File: src/rtl/reg_write_arbiter_pkg.sv
// Shared definitions for the register-file write-port arbiter.
// Provides the arbitration mode encoding and the source-index width helper.
package reg_arb_pkg;

  typedef enum logic {
    ARB_FIXED_HI = 1'b0,
    ARB_RR       = 1'b1
  } arb_mode_t;

  // Source index width; a single source still needs a 1-bit field so wr_src exists.
  function automatic int src_w(input int n);
    return (n > 32'sd1) ? $clog2(n) : 32'sd1;
  endfunction

endpackage

File: src/rtl/reg_write_arbiter_if.sv
// Writeback request bus, register-file write stage and collision counter of the arbiter.
interface reg_write_arbiter_if
  import reg_arb_pkg::*;
#(
  parameter int NUM_REQ = 16,
  parameter int DATA_W  = 16,
  parameter int ADDR_W  = 4,
  parameter int CNT_W   = 16
);
  localparam int SRC_W = src_w(NUM_REQ);

  logic [NUM_REQ-1:0]             req_valid;
  logic [NUM_REQ-1:0][ADDR_W-1:0] req_addr;
  logic [NUM_REQ-1:0][DATA_W-1:0] req_data;
  logic [NUM_REQ-1:0]             req_ready;
  logic [DATA_W-1:0]              default_data;
  logic                           wr_valid;
  logic                           wr_ready;
  logic [ADDR_W-1:0]              wr_addr;
  logic [DATA_W-1:0]              wr_data;
  logic [SRC_W-1:0]               wr_src;
  logic                           coll_clr;
  logic [CNT_W-1:0]               coll_cnt;

  modport master (
    output req_valid, req_addr, req_data, default_data, wr_ready, coll_clr,
    input  req_ready, wr_valid, wr_addr, wr_data, wr_src, coll_cnt
  );

  modport slave (
    input  req_valid, req_addr, req_data, default_data, wr_ready, coll_clr,
    output req_ready, wr_valid, wr_addr, wr_data, wr_src, coll_cnt
  );

endinterface

File: src/rtl/reg_write_arbiter_pick.sv
// Combinational one-hot picker: walks the requests in priority order and keeps the first hit.
// Fixed mode walks from the highest index down; round-robin walks upward from ptr+1 with wrap.
module arb_pick
  import reg_arb_pkg::*;
#(
  parameter int NUM_REQ = 16,
  parameter int SRC_W   = 4
) (
  input  logic [NUM_REQ-1:0] i_req,
  input  logic [SRC_W-1:0]   i_ptr,
  input  arb_mode_t          i_mode,
  output logic [NUM_REQ-1:0] o_grant,
  output logic [SRC_W-1:0]   o_idx,
  output logic               o_any
);

  logic [SRC_W-1:0] w_sel;
  logic             w_hit;

  // Priority walk; with one source every order collapses to index 0, so MODE has no effect.
  always_comb begin
    o_grant = '0;
    o_idx   = '0;
    o_any   = 1'b0;
    w_sel   = '0;
    w_hit   = 1'b0;
    for (int k = 32'sd1; k <= NUM_REQ; k++) begin
      w_sel = (i_mode == ARB_RR) ? SRC_W'((int'(i_ptr) + k) % NUM_REQ)
                                 : SRC_W'(NUM_REQ - k);
      w_hit          = i_req[w_sel] & ~o_any;
      o_grant[w_sel] = o_grant[w_sel] | w_hit;
      o_idx          = w_hit ? w_sel : o_idx;
      o_any          = o_any | w_hit;
    end
  end

endmodule

File: src/rtl/reg_write_arbiter.sv
// Register-file write-port arbiter: picks one writeback source per load cycle into a
// single valid/ready write stage and counts cycles where several sources competed.
module reg_write_arbiter
  import reg_arb_pkg::*;
#(
  parameter int NUM_REQ = 16,
  parameter int DATA_W  = 16,
  parameter int ADDR_W  = 4,
  parameter int MODE    = 0,
  parameter int CNT_W   = 16
) (
  input logic               clk,
  input logic               rst,
  reg_write_arbiter_if.slave bus
);

  localparam int               SRC_W   = src_w(NUM_REQ);
  localparam arb_mode_t        MODE_E  = (MODE == 32'sd1) ? ARB_RR : ARB_FIXED_HI;
  localparam logic [CNT_W-1:0] CNT_MAX = '1;

  logic [SRC_W-1:0]   r_ptr;
  logic               r_wr_valid;
  logic [ADDR_W-1:0]  r_wr_addr;
  logic [DATA_W-1:0]  r_wr_data;
  logic [SRC_W-1:0]   r_wr_src;
  logic [CNT_W-1:0]   r_coll_cnt;

  logic [NUM_REQ-1:0] w_grant;
  logic [SRC_W-1:0]   w_idx;
  logic               w_any;
  logic               w_load_en;
  logic               w_coll;

  arb_pick #(
    .NUM_REQ (NUM_REQ),
    .SRC_W   (SRC_W)
  ) u_pick (
    .i_req   (bus.req_valid),
    .i_ptr   (r_ptr),
    .i_mode  (MODE_E),
    .o_grant (w_grant),
    .o_idx   (w_idx),
    .o_any   (w_any)
  );

  assign w_load_en     = ~r_wr_valid | bus.wr_ready;
  assign w_coll        = ($countones(bus.req_valid) > 32'sd1);
  assign bus.req_ready = w_grant & {NUM_REQ{w_load_en}};
  assign bus.wr_valid  = r_wr_valid;
  assign bus.wr_addr   = r_wr_addr;
  assign bus.wr_data   = r_wr_data;
  assign bus.wr_src    = r_wr_src;
  assign bus.coll_cnt  = r_coll_cnt;

  // Write stage and round-robin pointer; the pointer only follows accepted grants.
  always_ff @(posedge clk or negedge rst) begin
    if (!rst) begin
      r_wr_valid <= 1'b0;
      r_wr_addr  <= '0;
      r_wr_data  <= '0;
      r_wr_src   <= '0;
      r_ptr      <= SRC_W'(NUM_REQ - 32'sd1);
    end else if (w_load_en) begin
      if (w_any) begin
        r_wr_valid <= 1'b1;
        r_wr_addr  <= bus.req_addr[w_idx];
        r_wr_data  <= bus.req_data[w_idx];
        r_wr_src   <= w_idx;
        r_ptr      <= w_idx;
      end else begin
        r_wr_valid <= 1'b0;
        r_wr_addr  <= '0;
        r_wr_data  <= bus.default_data;
        r_wr_src   <= '0;
      end
    end
  end

  // Saturating collision counter; clear wins over a same-cycle increment.
  always_ff @(posedge clk or negedge rst) begin
    if (!rst) begin
      r_coll_cnt <= '0;
    end else if (bus.coll_clr) begin
      r_coll_cnt <= '0;
    end else if (w_load_en && w_coll && (r_coll_cnt != CNT_MAX)) begin
      r_coll_cnt <= r_coll_cnt + {{(CNT_W-1){1'b0}}, 1'b1};
    end
  end

endmodule

File: src/flat_wrapper.sv
// flat-port wrapper written by rule: the top's interface ports become plain ports
module reg_write_arbiter_flat import reg_arb_pkg::*;
#(
  parameter int NUM_REQ = 16,
  parameter int DATA_W  = 16,
  parameter int ADDR_W  = 4,
  parameter int MODE    = 0,
  parameter int CNT_W   = 16
)
  (clk, rst, bus_req_valid, bus_req_addr, bus_req_data, bus_default_data, bus_wr_ready, bus_coll_clr, bus_req_ready, bus_wr_valid, bus_wr_addr, bus_wr_data, bus_wr_src, bus_coll_cnt);
  reg_write_arbiter_if #(.NUM_REQ(NUM_REQ), .DATA_W(DATA_W), .ADDR_W(ADDR_W), .CNT_W(CNT_W)) bus_i ();
  input logic clk;
  input logic rst;
  input wire logic [$bits(bus_i.req_valid)-1:0] bus_req_valid;
  input wire logic [$bits(bus_i.req_addr)-1:0] bus_req_addr;
  input wire logic [$bits(bus_i.req_data)-1:0] bus_req_data;
  input wire logic [$bits(bus_i.default_data)-1:0] bus_default_data;
  input wire logic [$bits(bus_i.wr_ready)-1:0] bus_wr_ready;
  input wire logic [$bits(bus_i.coll_clr)-1:0] bus_coll_clr;
  output wire logic [$bits(bus_i.req_ready)-1:0] bus_req_ready;
  output wire logic [$bits(bus_i.wr_valid)-1:0] bus_wr_valid;
  output wire logic [$bits(bus_i.wr_addr)-1:0] bus_wr_addr;
  output wire logic [$bits(bus_i.wr_data)-1:0] bus_wr_data;
  output wire logic [$bits(bus_i.wr_src)-1:0] bus_wr_src;
  output wire logic [$bits(bus_i.coll_cnt)-1:0] bus_coll_cnt;
  assign bus_i.req_valid = bus_req_valid;
  assign bus_i.req_addr = bus_req_addr;
  assign bus_i.req_data = bus_req_data;
  assign bus_i.default_data = bus_default_data;
  assign bus_i.wr_ready = bus_wr_ready;
  assign bus_i.coll_clr = bus_coll_clr;
  assign bus_req_ready = bus_i.req_ready;
  assign bus_wr_valid = bus_i.wr_valid;
  assign bus_wr_addr = bus_i.wr_addr;
  assign bus_wr_data = bus_i.wr_data;
  assign bus_wr_src = bus_i.wr_src;
  assign bus_coll_cnt = bus_i.coll_cnt;
  reg_write_arbiter #(.NUM_REQ(NUM_REQ), .DATA_W(DATA_W), .ADDR_W(ADDR_W), .MODE(MODE), .CNT_W(CNT_W)) u_core (.clk(clk), .rst(rst), .bus(bus_i));
endmodule
File: config.mk
export PLATFORM = sky130hd
export DESIGN_NAME = reg_write_arbiter_flat
export DESIGN_NICKNAME = d
export VERILOG_FILES = /design/src/rtl/reg_write_arbiter_pkg.sv /design/src/rtl/reg_write_arbiter_if.sv /design/src/rtl/reg_write_arbiter_pick.sv /design/src/rtl/reg_write_arbiter.sv /design/src/flat_wrapper.sv
export SDC_FILE = /design/constraint.sdc
export NUM_CORES = 1
export LEC_CHECK = 0
export ABC_AREA = 1
export BUFFER_PORTS_ARGS = -buffer_cell sky130_fd_sc_hd__buf_2
export CORE_AREA = 2 2 159 161
export CTS_BUF_LIST = sky130_fd_sc_hd__clkbuf_4
export CTS_CLUSTER_DIAMETER = 200
export CTS_CLUSTER_SIZE = 28
export DETAILED_ROUTE_END_ITERATION = 12
export DIE_AREA = 0 0 161 163
export SLEW_MARGIN = 20
export SYNTH_ARGS = -nofsm -noshare
export SYNTH_HDL_FRONTEND = slang
export SYNTH_SLANG_ARGS = --single-unit
File: constraint.sdc
create_clock -name clk -period 4.83 [get_ports clk]
set_clock_uncertainty 0.05 [all_clocks]
set_input_delay 0.2415 -clock clk [delete_from_list [all_inputs] [get_ports clk]]
set_output_delay 0.2415 -clock clk [all_outputs]
set_load 0.05 [all_outputs]
After elaboration in Yosys (flattened, before gate mapping)
Index checks and enable logic that the tools add are counted.
{ "op_classes": {"n_eq_ne": 1, "shifts": 0, "bitwise_logic": 48, "addsub": 16, "muxes": 26, "div": 0, "multipliers": 0, "n_reduce_logical": 3, "n_lt_le_gt_ge": 2} }
{ "op_table": {"columns": ["operator", "count"], "rows": [
  ["32-bit adder", 7],
  ["4-bit 2-to-1 mux", 19],
  ["16-bit binary-select mux with 4-bit select", 1],
  ["16-bit 2-to-1 mux", 4],
  ["32-bit by 2-bit greater-than comparator with 1-bit output, second input constant", 1],
  ["1-bit by 1-bit adder with 2-bit output", 8],
  ["16-bit by 1-bit adder with 16-bit output, second input constant", 1],
  ["16-bit bitwise AND", 1],
  ["4-bit binary-select mux with 4-bit select", 1],
  ["16-bit != test, second input constant", 1],
  ["1-bit NOT", 16],
  ["1-bit bitwise OR", 16],
  ["1-bit bitwise AND", 15],
  ["4-bit by 5-bit < comparator with 1-bit output, second input constant", 1],
  ["1-bit logical AND", 2],
  ["2-bit nonzero test", 1],
  ["1-bit 2-to-1 mux", 1]
]} }
{ "totals": {"out_inout_bits": 57, "n_memories": 0, "latch_bits": 0, "elab_cells": 101, "register_bits": 41, "rom_bits": 0, "in_bits": 356, "ram_bits": 0} }

Logic depth before layout (Yosys ltp)
Gate-level depths: netlist (run 1).
{ "depth": {"depth_word": 48, "ltp_mapped": 27, "depth_no_buf": 26} }

Modules after synthesis
From an unflattened synthesis (run 1), not the netlist that was laid out.
{ "hier_totals": {"hier_cells": 2438, "area_unflattened_um2": 11885.1} }
{ "by_module_without_submodules": {"columns": ["mod", "cells_per_inst", "area_per_inst_um2", "instances", "seq_area_each_um2"], "rows": [
  ["reg_write_arbiter", 1299, 6635.1, 1, 1131.1],
  ["arb_pick", 1139, 5250.0, 1, 0.0]
]} }

Least setup slack after synthesis (run 1)
Ideal clock, no wire load.
{ "synth_timing": {"path_kind": "input-to-reg", "startpoint": "input bus_req_valid[0]", "endpoint": "register u_core.r_coll_cnt[7], in the netlist u_core.bus.coll_cnt[7]", "path_stages": 22, "required_ns": 4.656, "setup_ns": 0.124, "arrival_time_ns": 4.604, "setup_slack_ns": 0.052, "path_cell_list": "ha_1 -> inv_1 -> fa_1 -> inv_1 -> fa_1 -> fa_1 -> inv_1 -> fa_1 -> inv_1 -> ha_1 -> fa_1 -> nor3_1 -> nand2_1 -> o21ai_0 -> a31oi_1 -> inv_1 -> nor2_1 -> inv_1 -> nor2_1 -> nand3_1 -> o21ai_0 -> a21oi_1"} }
{ "synth_between": {"elab_chain_len": 8} }
{ "synth_lines": {"columns": ["item", "line", "rtl"], "rows": [
  ["start: declaration", "flat_wrapper.sv:14", "input wire logic [$bits(bus_i.req_valid)-1:0] bus_req_valid;"],
  ["1-bit by 1-bit adder with 2-bit output (not written as such)", "reg_write_arbiter.sv:47", "assign w_coll = ($countones(bus.req_valid) > 32'sd1);"],
  ["32-bit adder (not written as such) (3 in series)", "reg_write_arbiter.sv:47", null],
  ["32-bit by 2-bit greater-than comparator with 1-bit output", "reg_write_arbiter.sv:47", null],
  ["1-bit logical AND (2 in series)", "reg_write_arbiter.sv:85", "end else if (w_load_en && w_coll && (r_coll_cnt != CNT_MAX)) begin"],
  ["2-bit nonzero test (no line)", null, null],
  ["end signal: assignment", "reg_write_arbiter.sv:86", "r_coll_cnt <= r_coll_cnt + {{(CNT_W-1){1'b0}}, 1'b1};"],
  ["end: declaration", "reg_write_arbiter.sv:26", "logic [CNT_W-1:0] r_coll_cnt;"]
]} }
No other way between the ends.
A chain may end at the register's enable or synchronous reset.

Worst setup path in the final report (run 1)
{ "layout_timing": {"startpoint": "input bus_req_valid[1]", "endpoint": "register u_core.r_coll_cnt[7], in the netlist u_core.bus.coll_cnt[7]"} }
Same word-level chain as after synthesis.

==> results of run 1 <==
[where the power goes]
part           internal (W)  switching (W)  total, W
logic              0.000441       0.000830   0.00127
registers          0.000393      0.0000329  0.000426
clock network     0.0000555       0.000133  0.000189
total              0.000890       0.000997   0.00189
[sequential cells by signal, indices dropped and copies added, names as in the netlist]
signal / cells
u_core.bus.coll_cnt: 16
u_core.bus.wr_data: 16
u_core.bus.wr_addr: 4
u_core.bus.wr_src: 4
u_core.bus.wr_valid: 1
[how the worst min path moves through the flow]
stage	startpoint	endpoint	slack (ns)
finish	bus_coll_clr	u_core.bus.coll_cnt[5]	0.06
detailed placement	u_core.bus.wr_addr[1]	u_core.bus.wr_addr[1]	0.42
global route	bus_coll_clr	u_core.bus.coll_cnt[12]	0.04
CTS	bus_coll_clr	u_core.bus.coll_cnt[12]	0.04
global placement	u_core.bus.wr_src[3]	u_core.bus.wr_src[3]	0.41
floorplan	rst	u_core.bus.coll_cnt[0]	-0.10
[metrics by stage]
| stage | hold WS, ns | TNS [ns] |
|---|---|---|
| after floorplan | -0.104 | 0 |
| after global placement | 0.412 | -0.508 |
| after detailed placement | 0.418 | -0.931 |
| after CTS | 0.0410 | 0 |
| after global routing | 0.0405 | 0 |
| final | 0.0575 | 0 |
[worst max-delay path, cell delays in order]
cell	delay (ns)
buf_2	0.11
ha_1	0.26
inv_1	0.05
fa_1	0.53
inv_1	0.05
fa_1	0.41
fa_1	0.55
inv_1	0.06
fa_1	0.53
inv_1	0.04
ha_1	0.22
fa_1	0.49
nor3_1	0.04
nand2_1	0.05
o21ai_1	0.11
a31oi_2	0.22
inv_2	0.09
nor2_1	0.13
inv_1	0.07
nor2_2	0.13
nand3_1	0.11
o21ai_1	0.13
a21oi_1	0.05
[cell usage in the layout, fill, tap and decap left out, types with 11 or more instances in the layout]
cell type	Yosys	final
a21oi_1	58	58
buf_2	18	412
buf_4	4	24
dfrtp_1	41	41
fa_1	11	11
ha_1	17	17
inv_1	191	189
nand2_1	346	346
nand3_1	186	186
nand4_1	11	11
nor2_1	56	53
o211ai_1	48	48
o21ai_0	19	17
o21ai_1	46	48
[repair_timing]
item,CTS,global route
hold endpoints to repair,7,0
hold buffers,1,0
resized for setup,0,6
setup endpoints to repair,0,7
setup buffers,0,0
[synthesized netlist by cell type (3+ instances only)]
library cell and n:
a21oi_1 58, buf_1 4, buf_2 18, buf_4 4, buf_6 21, clkbuf_1 21, dfrtp_1 41, fa_1 11
ha_1 17, inv_1 191, inv_2 3, nand2_1 346, nand3_1 186, nand3_2 3, nand3b_1 10, nand4_1 11
nor2_1 56, nor3_1 5, o211ai_1 48, o21ai_0 19, o21ai_1 46
[layer usage]
layer  global-route usage [%]  part of all wire [%]
met5                        0                  0.14
met4                     4.26                   1.8
met3                     3.57                   6.2
met2                     38.6                    50
met1                     27.3                    42
[final cells by class]
type	count	area share (%)
repair buffers	440	26.2
clock buffers	5	0.424
well taps	330	4.67
flip-flops and latches	41	11.6
multi-input cells	837	48.6
clock inverters	3	0.198
diodes	2	0.0566
inverters	195	8.28
[kinds of logic after synthesis]
| logic type | Yosys count |
|---|---|
| compound gates | 178 |
| fa+ha+maj | 28 |
| flops | 41 |
| buf+inv | 263 |
| xor+xnor | 1 |
| simple gates | 630 |
==> reports/metrics.cfg, run 1 <==
[yosys]
synth_top_family_by_area=simple AND/OR/NAND/NOR gates
synthSimpleGateAreaFrac_pct=43.0
synth-main-ff-cell=dfrtp_1
synth_xor_area_share_pct=0.136
synth_compound_area_share_pct=16.0
synth_area_um2=6460
syn_nets=1525
ys_seq_elements=41
synth.area.mux_share_pct=0
yosysTopAreaCellShare_pct=20.1
synth-seq-area-share_pct=15.9
synth_warnings=0
synth.distinct_cells=37
synth_edf_count=0
avgSynthCellArea_um2=5.66
synth_area_leaders=nand2_1 (20%), dfrtp_1 (16%), nand3_1 (14%)
synthArstFlopShare_pct=100
synthCells=1141
synth_top_cell_by_area=nand2_1
yosys.area_share.adder_pct=6.70

[placed_design]
place_area_um2=8730
io_buffers=412
place_hpwl_um=23700
gp_congestion=0.882
dp.cells=1841
pre_cts_slack_ns=-0.184

[floorplanning]
pin_count=413
die_x_um=161
initial_core_util_pct=26.2
core-area_um2=24700
die_h_um=163
core.rowCount=58
die-area_um2=26200

[final_layout]
area_delta_synth_final_pct=37.0
multi_input_comb_area_um2=4290
final_cells=1853
drive_gt1_share_pct=31.0
final_util_pct=35.8
ff_latch_area_um2=1030
n_fill_cell=2828
final_area_um2=8840
nNetsFinal=1904

[sta]
hold_viol=0
rsz0062_at_grt=no
fmax_mhz=224
slew_viol_final=0
period_needed_ns=4.46
max-slew-margin-rel_pct=42.7
setup_ws_ns=0.366
setup_violations=0
worstMarginPinSlew_ns=0.858
post-route-period-util_pct=92.4

[worst_setup_path]
reg2reg_slack_ns=2.37
crit_fanout=6
r2r-end=u_core.bus.coll_cnt[5]
rr_startpoint=u_core.bus.coll_cnt[3]
worst_ep_arrival_time_ns=4.68
cp.required_ns=5.05
critPathKind=in -> reg
endpoint_kind=flop
setup.worst_path.start_class=input pin
crit_end=u_core.bus.coll_cnt[7]
crit_start=bus_req_valid[1]
r2r_cells=11

[route]
vias_per_cell=4.74
drt-total-wl_um=29700
routed-via-count=8775
first_pass_iters=5
drcViolationCount=0
wl_per_cell_um=16.0
drtIter0Drc=519
antenna_left=0

[pwr]
power_w=0.00189
p_leak_nw=5.19
ir_worst_vdd_mv=0.200
power_density_nw_per_um2=213

[clock_network]
clk_pin_slew_ns=0.13
cts_max_path_buffers=2
cts_root_buf=clkbuf_4
clk_latency_ns=0.37
cts_buffers=5
cts.sinks=41
cts_tree=built
cts_max_level=2

[global_routing]
grt_usage_pct=21.5
grt_overflow=0
first_global_vias=8181
grt_antenna_before_repair=6
grt_start_max_net_pins=177
grt_pass1_wl_um=44200

[hold_path]
whs_path_depth=2
hp-class=in -> reg

[status]
outcome=finished clean

[job]
max-cap-violations=0

Power figures use the tool's default switching activity.
==> inputs of run 2 (changes only) <==
- ABC_AREA: 1 -> not set
- CORE_AREA: 2 2 159 161 -> 2 2 161 163
- DIE_AREA: 0 0 161 163 -> 0 0 163 165
- clock period: 4.83 -> 5.6 ns (I/O delays scaled with it)
==> run 2 against run 1 <==
Non-clock buffer count decreased by 14. Via count decreased by 29%. Final cell count decreased by 30%. Sequential share of layout area increased by 1.2 points. Wire length decreased by 16%. Core utilization decreased by 3.9 points. Hold slack improved by 0.020 ns. Clock-buffer cell count unchanged. Area after synthesis decreased by 15%. Total power decreased by 22%. Critical path type unchanged. Critical endpoint is now u_core.bus.coll_cnt[15]. Largest cell class unchanged. Largest power group unchanged. Highest routed layer unchanged.
==> reports/metrics.cfg, run 2 <==
[clock_network]
cts_root_buf=clkbuf_4
clk_pin_slew_ns=0.15
cts_tree=built
cts_buffers=5
clk_latency_ns=0.38
cts_max_level=2
cts.sinks=41
cts_max_path_buffers=2
holdBufCountCts=0
postCtsSetupRepairBufs=0
post_cts_resized=0

[pwr]
netSwitchingPower_w=0.000672
p_int_w=0.000799
p_leak_nw=4.17
p_seq_share_pct=24.7
clkPwrFrac_pct=15.2
switching_share_pct=45.7
power_w=0.00147
power_frac_comb_pct=60.1
power_density_nw_per_um2=184
ir_worst_vdd_mv=0.0832

[final_layout]
mostFrequentLayoutCell=buf_2
nNetsFinal=1355
final_cells=1304
area_delta_synth_final_pct=46.0
layout.cells.most_common_list=buf_2 (411), mux2i_1 (109), nand2_1 (56), mux2_2 (42), dfrtp_1 (41)
final_util_pct=31.9
drive_gt1_share_pct=52.1

[floorplanning]
die_x_um=163
pin_count=413
initial_core_util_pct=21.8
core-area_um2=25000
die-area_um2=26900
die_h_um=165
core.rowCount=58

[route]
drcViolationCount=0
wl_per_cell_um=19.0
vias_per_cell=4.76
first_pass_iters=6
antenna_left=0
drtIter0Drc=514
drt-total-wl_um=24800
routed-via-count=6213

[yosys]
yosysTopAreaCellShare_pct=19.9
synthCells=576
synth-main-ff-cell=dfrtp_1
synth_warnings=0
synth_area_um2=5470
syn_nets=960
synth_top_cell_by_area=mux2i_1
avgSynthCellArea_um2=9.50
synth_edf_count=0
synth.distinct_cells=58
synth-seq-area-share_pct=18.8
synthArstFlopShare_pct=100
synth_most_common_cell=mux2i_1
ys_seq_elements=41
netlist_top_cells_count=mux2i_1 (109), nand2_1 (56), mux2_2 (42), dfrtp_1 (41), nor2_1 (32)
synth_area_leaders=mux2i_1 (20%), dfrtp_1 (19%), mux2_2 (8.6%)

[worst_setup_path]
critPathKind=in -> reg
endpoint_kind=flop
crit_family=adder cells
slowest_delay_ns=0.54
crit_path_frequent_cell=fa_1
cp_cell_sequence=buf_2 > ha_1 > inv_1 > fa_1 > inv_1 > fa_1 > fa_1 > inv_1 > fa_1 > inv_1 > ha_1 > fa_1 > and2_1 > a21oi_1 > o41ai_1 > a21oi_1 > nand3_1 > or4_1 > a21oi_1
cp_num_buf_inv=5
setup.worst_path.start_class=input pin
worst_ep_arrival_time_ns=5.23
crit_slowest_cell=fa_1
cp.required_ns=5.87
crit_fanout=7

[placed_design]
dp.cells=1293
io_buffers=412
gp_congestion=0.877
place_hpwl_um=21000

[global_routing]
grt_antenna_before_repair=4
grt_overflow=0
grt_start_max_net_pins=62
grt_usage_pct=17.6
first_global_vias=6106
grt_pass1_wl_um=35600

[sta]
period_needed_ns=4.96
slew_viol_final=0
tns_ns=0
hold_viol=0
post-route-period-util_pct=88.6
worstMarginPinSlew_ns=0.616
max-slew-margin-rel_pct=58.7
fmax_mhz=201
setup_violations=0
rsz0062_at_grt=no

[status]
outcome=finished clean

[hold_path]
hp-class=in -> reg

[job]
max-cap-violations=0

run 2: power by group through the flow:
stage | logic [W] | registers [W] | clock network, W
2_1_floorplan | 0.000442 | 0.000504 | 0
3_3_place_gp | 0.000880 | 0.000366 | 0
3_5_place_dp | 0.000892 | 0.000368 | 0
4_1_cts | 0.000894 | 0.000362 | 0.000239
5_1_grt | 0.000974 | 0.000366 | 0.000248
6_report | 0.000884 | 0.000363 | 0.000224
run 2: cell families after synthesis:
family	after synthesis	synth area share, %
AO/OA/AOI/OAI	89	12.8
adder cells (fa/ha/maj)	28	7.91
AND/OR/NAND/NOR	176	16.9
multiplexers	170	36.4
buffers and inverters	60	5.31
flip-flops	41	18.8
XOR/XNOR	12	1.92
run 2: through the flow:
step / setup slack, ns / hold WS, ns / area (um^2)
3_5_place_dp: 0.237 / 0.418 / 7890
3_3_place_gp: 0.334 / 0.409 / 7890
6_report: 0.637 / 0.0777 / 7990
4_1_cts: 0.674 / 0.00603 / 7970
5_1_grt: 0.343 / 0.0512 / 7990
2_1_floorplan: 0.869 / -0.0656 / 5470
run 2: final timing paths:
check                                        from                       to  slack (ns)  cells after the start
max in group asynchronous                     rst   u_core.bus.coll_cnt[6]        4.70                      2
setup / recovery                 bus_req_valid[1]  u_core.bus.coll_cnt[15]        0.64                     19
setup reg to reg           u_core.bus.coll_cnt[0]  u_core.bus.coll_cnt[15]        3.15                      7
min in group asynchronous                     rst     u_core.bus.wr_src[2]        0.37                      2
hold reg to reg              u_core.bus.wr_src[1]     u_core.bus.wr_src[1]        0.44                      2
hold / removal                bus_default_data[8]    u_core.bus.wr_data[8]        0.08                      3
run 2: metal layers:
metal  global-route usage [%]  vias to the layer above  share of wire (%)
met5                        0                        -              0.073
met1                     23.0                     2911                 42
met4                     3.86                        4                1.2
li1                         -                     2990                  -
met3                     3.82                       23                7.8
met2                     29.7                      285                 49
run 2: tightest hold or removal path, cell delays in order:
cell and delay, ns:
buf_2 0.08, a222oi_1 0.05, nand4_1 0.08
run 2: area by class of cell:
class | count | area (um^2)
Sequential cell | 41 | 1030
Tap cell | 330 | 413
Antenna cell | 2 | 5.00
Inverter | 22 | 82.6
Fill cell | 2720 | 17100
Clock buffer | 5 | 37.5
Clock inverter | 3 | 43.8
Timing Repair Buffer | 426 | 2200
Multi-Input combinational cell | 475 | 4180
